`src/rtl/ws2812_tx_pkg.sv`:
```
// Shared definitions for the WS2812 transmitter: nominal timing, FSM encoding and
// wire-order helper. Optional macro: WS2812_TX_GRB_EN selects GRB wire order.
package ws2812_tx_pkg;

  // Nominal line timing in nanoseconds; cycle counts are module parameters.
  localparam int T0H_NS  = 400;
  localparam int T1H_NS  = 800;
  localparam int TBIT_NS = 1240;
  localparam int RET_NS  = 52000;
  localparam int RET_MIN_NS = 50000;

  typedef enum logic [1:0] {
    IDLE = 2'd0,
    BIT  = 2'd1,
    RET  = 2'd2
  } tx_state_t;

  // Reorders a presented {R,G,B} word into the order it leaves on the wire.
  function automatic logic [23:0] wire_order(input logic [23:0] rgb);
`ifdef WS2812_TX_GRB_EN
    return {rgb[15:8], rgb[23:16], rgb[7:0]};
`else
    return rgb;
`endif
  endfunction

endpackage

```
`src/rtl/ws2812_tx_bit_timer.sv`:
```
// Cycle counter shared by bit periods and the latch period, with the terminal
// compares and the high/low decision for the bit currently on the line.
module ws2812_bit_timer #(
  parameter int T0H_CYC  = 20,
  parameter int T1H_CYC  = 40,
  parameter int TBIT_CYC = 62,
  parameter int RET_CYC  = 2600
) (
  input  logic i_clk,
  input  logic i_rst_n,
  input  logic i_clear,
  input  logic i_bit_val,
  output logic o_first,
  output logic o_bit_end,
  output logic o_ret_end,
  output logic o_high
);

  localparam int CW = $clog2(RET_CYC + 1);
  localparam logic [CW-1:0] T0H_C     = CW'(T0H_CYC);
  localparam logic [CW-1:0] T1H_C     = CW'(T1H_CYC);
  localparam logic [CW-1:0] TBIT_LAST = CW'(TBIT_CYC - 1);
  localparam logic [CW-1:0] RET_LAST  = CW'(RET_CYC - 1);

  if (!(T0H_CYC < T1H_CYC && T1H_CYC < TBIT_CYC && RET_CYC >= TBIT_CYC)) begin : g_param_err
    $error("ws2812_bit_timer: need T0H_CYC < T1H_CYC < TBIT_CYC and RET_CYC >= TBIT_CYC");
  end

  logic [CW-1:0] cnt_reg;

  always_ff @(posedge i_clk or negedge i_rst_n) begin
    if (!i_rst_n) begin
      cnt_reg <= '0;
    end else if (i_clear) begin
      cnt_reg <= '0;
    end else begin
      cnt_reg <= cnt_reg + 1'b1;
    end
  end

  assign o_first   = (cnt_reg == '0);
  assign o_bit_end = (cnt_reg == TBIT_LAST);
  assign o_ret_end = (cnt_reg == RET_LAST);
  assign o_high    = (cnt_reg < (i_bit_val ? T1H_C : T0H_C));

endmodule

```
`src/rtl/ws2812_tx.sv`:
```
// WS2812 serial transmitter: valid/ready word intake, MSB-first pulse-width line
// coding and frame latch period. Optional macro: WS2812_TX_GRB_EN (GRB wire order).
module ws2812_tx
  import ws2812_tx_pkg::*;
#(
  parameter int T0H_CYC  = 20,
  parameter int T1H_CYC  = 40,
  parameter int TBIT_CYC = 62,
  parameter int RET_CYC  = 2600
) (
  input  logic        i_clk,
  input  logic        i_rst_n,
  input  logic [23:0] i_data,
  input  logic        i_valid,
  input  logic        i_last,
  output logic        o_ready,
  output logic        o_serial,
  output logic        o_busy,
  output logic        o_underrun
);

  tx_state_t   state_reg, state_next;
  logic [23:0] shift_reg, shift_next;
  logic [4:0]  bit_cnt_reg, bit_cnt_next;
  logic        last_reg, last_next;
  logic        serial_reg, underrun_reg;

  logic timer_clear, accept;
  logic cnt_first, bit_end, ret_end, line_high;

  ws2812_bit_timer #(
    .T0H_CYC  (T0H_CYC),
    .T1H_CYC  (T1H_CYC),
    .TBIT_CYC (TBIT_CYC),
    .RET_CYC  (RET_CYC)
  ) u_timer (
    .i_clk     (i_clk),
    .i_rst_n   (i_rst_n),
    .i_clear   (timer_clear),
    .i_bit_val (shift_reg[23]),
    .o_first   (cnt_first),
    .o_bit_end (bit_end),
    .o_ret_end (ret_end),
    .o_high    (line_high)
  );

  always_comb begin
    state_next   = state_reg;
    shift_next   = shift_reg;
    bit_cnt_next = bit_cnt_reg;
    last_next    = last_reg;
    o_ready      = 1'b0;
    accept       = 1'b0;
    timer_clear  = 1'b0;
    case (state_reg)
      IDLE: begin
        o_ready     = 1'b1;
        timer_clear = 1'b1;
        if (i_valid) begin
          accept     = 1'b1;
          state_next = BIT;
        end
      end
      BIT: begin
        if (bit_end) begin
          timer_clear = 1'b1;
          if (bit_cnt_reg != 5'd0) begin
            shift_next   = {shift_reg[22:0], 1'b0};
            bit_cnt_next = bit_cnt_reg - 5'd1;
          end else if (last_reg) begin
            state_next = RET;
          end else begin
            // Single-cycle window to chain the next word without a gap.
            o_ready = 1'b1;
            if (i_valid) begin
              accept = 1'b1;
            end else begin
              state_next = RET;
            end
          end
        end
      end
      RET: begin
        if (ret_end) begin
          timer_clear = 1'b1;
          state_next  = IDLE;
        end
      end
      default: begin
        state_next = IDLE;
      end
    endcase
    if (accept) begin
      shift_next   = wire_order(i_data);
      bit_cnt_next = 5'd23;
      last_next    = i_last;
    end
  end

  always_ff @(posedge i_clk or negedge i_rst_n) begin
    if (!i_rst_n) begin
      state_reg    <= IDLE;
      shift_reg    <= '0;
      bit_cnt_reg  <= '0;
      last_reg     <= 1'b0;
      serial_reg   <= 1'b0;
      underrun_reg <= 1'b0;
    end else begin
      state_reg   <= state_next;
      shift_reg   <= shift_next;
      bit_cnt_reg <= bit_cnt_next;
      last_reg    <= last_next;
      serial_reg  <= (state_reg == BIT) && line_high;
      // Registered alongside the line so the pulse aligns with the first low RET cycle on the wire.
      underrun_reg <= (state_reg == RET) && cnt_first && !last_reg;
    end
  end

  assign o_serial   = serial_reg;
  assign o_underrun = underrun_reg;
  assign o_busy     = (state_reg != IDLE);

endmodule

```
`config.mk`:
```
export PLATFORM = sky130hd
export DESIGN_NAME = ws2812_tx
export DESIGN_NICKNAME = d
export VERILOG_FILES = /design/src/rtl/ws2812_tx_pkg.sv /design/src/rtl/ws2812_tx_bit_timer.sv /design/src/rtl/ws2812_tx.sv
export SDC_FILE = /design/constraint.sdc
export NUM_CORES = 1
export LEC_CHECK = 0
export ABC_AREA = 1
export CORE_ASPECT_RATIO = 0.9
export CORE_MARGIN = 2
export CORE_UTILIZATION = 35
export CTS_BUF_LIST = sky130_fd_sc_hd__clkbuf_4
export CTS_CLUSTER_SIZE = 10
export DETAILED_ROUTE_END_ITERATION = 8
export PLACE_DENSITY = 0.54
export SLEW_MARGIN = 15
export SYNTH_ARGS = -nofsm -noshare
export SYNTH_HDL_FRONTEND = slang
export SYNTH_SLANG_ARGS = --single-unit
```
`constraint.sdc`:
```
create_clock -name i_clk -period 3.45 [get_ports i_clk]
set_input_delay 0.69 -clock i_clk [delete_from_list [all_inputs] [get_ports i_clk]]
set_output_delay 0.69 -clock i_clk [all_outputs]
set_load 0.02 [all_outputs]
```
==> flow_metrics.tcl <==
set metrics [dict create \
    status "complete, no violations" \
    cts_inserted_buffers 5 \
    critPathMaxStageDelay_ps 590 \
    drtPass1Iterations 4 \
    worst-endpoint-required_ps 2760 \
    pin_count 32 \
    grt_pass1_vias 2054 \
    slew_viol_final 0 \
    grt_pass1_wl_um 9640 \
    fin_total_pwr_mw 0.920 \
    ys_top_cells_by_area "dfrtp_1 46%, nand2_1 12%, nand3_1 8.0%" \
    area_delta_synth_final_pct 18.0 \
    path_cells "inv_1 > ha_1 > nand2_1 > nor2_1 > inv_1 > nor2_1 > nand3_1 > nand2_1 > clkdlybuf4s50_1" \
    post_cts_buffers 0 \
    max_slew_margin_pct 58.4 \
    tns_ps 0 \
    start_util_pct 35.8 \
    ys.flop_type "dfrtp_1" \
    vias_per_cell 4.97 \
    die_height_um 84.1 \
    yosysWarningCount 0 \
    r2r_cells 9 \
    stdcell_area_um2 2940 \
    path_clk_slew_ps 140 \
    period_share_pct 87.7 \
    finalClockSkew_ps 12.8 \
    path_class "reg2out" \
    portBuffers 31 \
    r2r_start "u_timer.cnt_reg[1]" \
    arrival_ps 2340 \
    nFillCells 753 \
    finalNetCount 372 \
    post-route-min-period_ps 3030 \
    largest_reg_flops 24 \
    synth_top_area_share_pct 46.2 \
    clock_latency_ps 370 \
    num_vias 2138 \
    hpwl_um 3600 \
    async_reset_ff_share_pct 100 \
    ys_seq_elements 46 \
    ir_worst_vdd_mv 0.143 \
    hp-class "in2async" \
    netlist_area_um2 2490 \
    holdWs_ps 317 \
    drt-total-wl_um 5380 \
    dieArea_um2 7820 \
    cap_violations 0 \
    pre_cts_ws_ps 845 \
    p_leak_nw 1.29 \
    post_dp_cell_area_um2 2860 \
    synth_top_area_cell "dfrtp_1" \
    ys_top_cells_by_count "81 x nand2_1, 46 x dfrtp_1, 40 x nand3_1" \
    synthesis.instances 309 \
    tightest_slew_ps 623 \
    fin_ws_ps 423 \
    worstSetupEndpointType "primary output" \
    ys_types 27 \
    cts-resized-gates 0 \
    grt_max_degree 47 \
    drive_gt1_share_pct 6.82 \
    postCtsHoldBufs 0 \
    setup_violations 0 \
    finalWeightedCongestion 0.821 \
    antenna_found_initial 0 \
    synth_edf_count 0 \
    cts-root-buf "clkbuf_4" \
    antenna_cells 0 \
    core_region_area_um2 6970 \
    cp-startpoint "bit_cnt_reg[0]" \
    yosysMostFrequentCell "nand2_1" \
    final_util_pct 42.2 \
    htree_num_levels 2 \
    slowest_stage "clkdlybuf4s50_1" \
    timing.rr.end "bit_cnt_reg[1]" \
    syn_avg_cell_area_um2 8.07 \
    hold_viol 0 \
    antenna_left 0 \
    stdcell_count 430 \
    fmax_mhz 330 \
    ys_seq_area_share_pct 46.2 \
    cp-start-kind "flop" \
    overflow 0 \
    r2r_slack_ps 1350 \
    crit_fanout 4 \
    die_w_um 93.0 \
    rsz0062_at_grt "false" \
    clockBufferDepth 2 \
    track_usage_pct 15.3 \
    drc 0 \
    core.rowCount 29 \
    synth_fp_nets 345 \
    cts_tree "built" \
    cts_num_sinks 46 \
    power.density_nw_per_um2 313 \
    wl_per_cell_um 12.5 \
    drt_first_iter_violations 128 \
    dp_cells 422 \
]
[power breakdown]
| part | internal, mW | switching, mW |
|---|---|---|
| Combinational | 0.0261 | 0.0147 |
| Clock | 0.154 | 0.186 |
| Sequential | 0.539 | 0 |
[critical path: cells and delay by family (launching register included)]
family | cells | cell delay, ps
buffers and inverters | 3 | 770
adders and majority gates | 1 | 170
DFF | 1 | 400
and+or+nand+nor | 5 | 610
[per-layer routing]
metal	up-vias	track usage, %	share of wire (%)
li1	1068	-	-
met1	1023	20.8	48
met2	40	24.8	47
met3	7	3.52	3.9
met4	0	3.61	1.0
met5	-	0	0
[layout make-up]
class	count	area, um^2	area share [%]
Clock inverter	3	43.8	1.49
Multi-Input combinational cell	218	1150	39.0
Tap cell	93	116	3.96
Inverter	31	116	3.96
Sequential cell	46	1150	39.1
Clock buffer	5	37.5	1.28
Timing Repair Buffer	34	330	11.2
[how the worst max path moves through the flow]
stage                          to  slack, ps  depth (start not counted)
after floorplan           o_ready       1490                          8
after global placement    o_ready        870                          9
after detailed placement  o_ready        840                          9
after CTS                 o_ready        400                          9
after global routing      o_ready        240                          9
final                     o_ready        420                          9
[cell usage in the layout (no fill, tap or decap), types with 4 or more instances in the layout]
master           instances
nand2_1                 81
buf_4                    4
dfrtp_1                 46
clkbuf_4                 5
xor2_1                  10
inv_1                   27
clkdlybuf4s50_1         30
ha_1                     8
o21ai_0                  5
nand4_1                 29
nand3_1                 40
nor2_1                  26
[cells by family after synthesis]
| group | Yosys count | synth area share (%) |
|---|---|---|
| AO/OA/AOI/OAI | 9 | 1.91 |
| buffers and inverters | 45 | 7.88 |
| XOR/XNOR | 11 | 3.86 |
| AND/OR/NAND/NOR | 190 | 36.2 |
| adder cells (fa/ha/maj) | 8 | 4.01 |
| flip-flops | 46 | 46.2 |
Power figures use the tool's default switching activity.
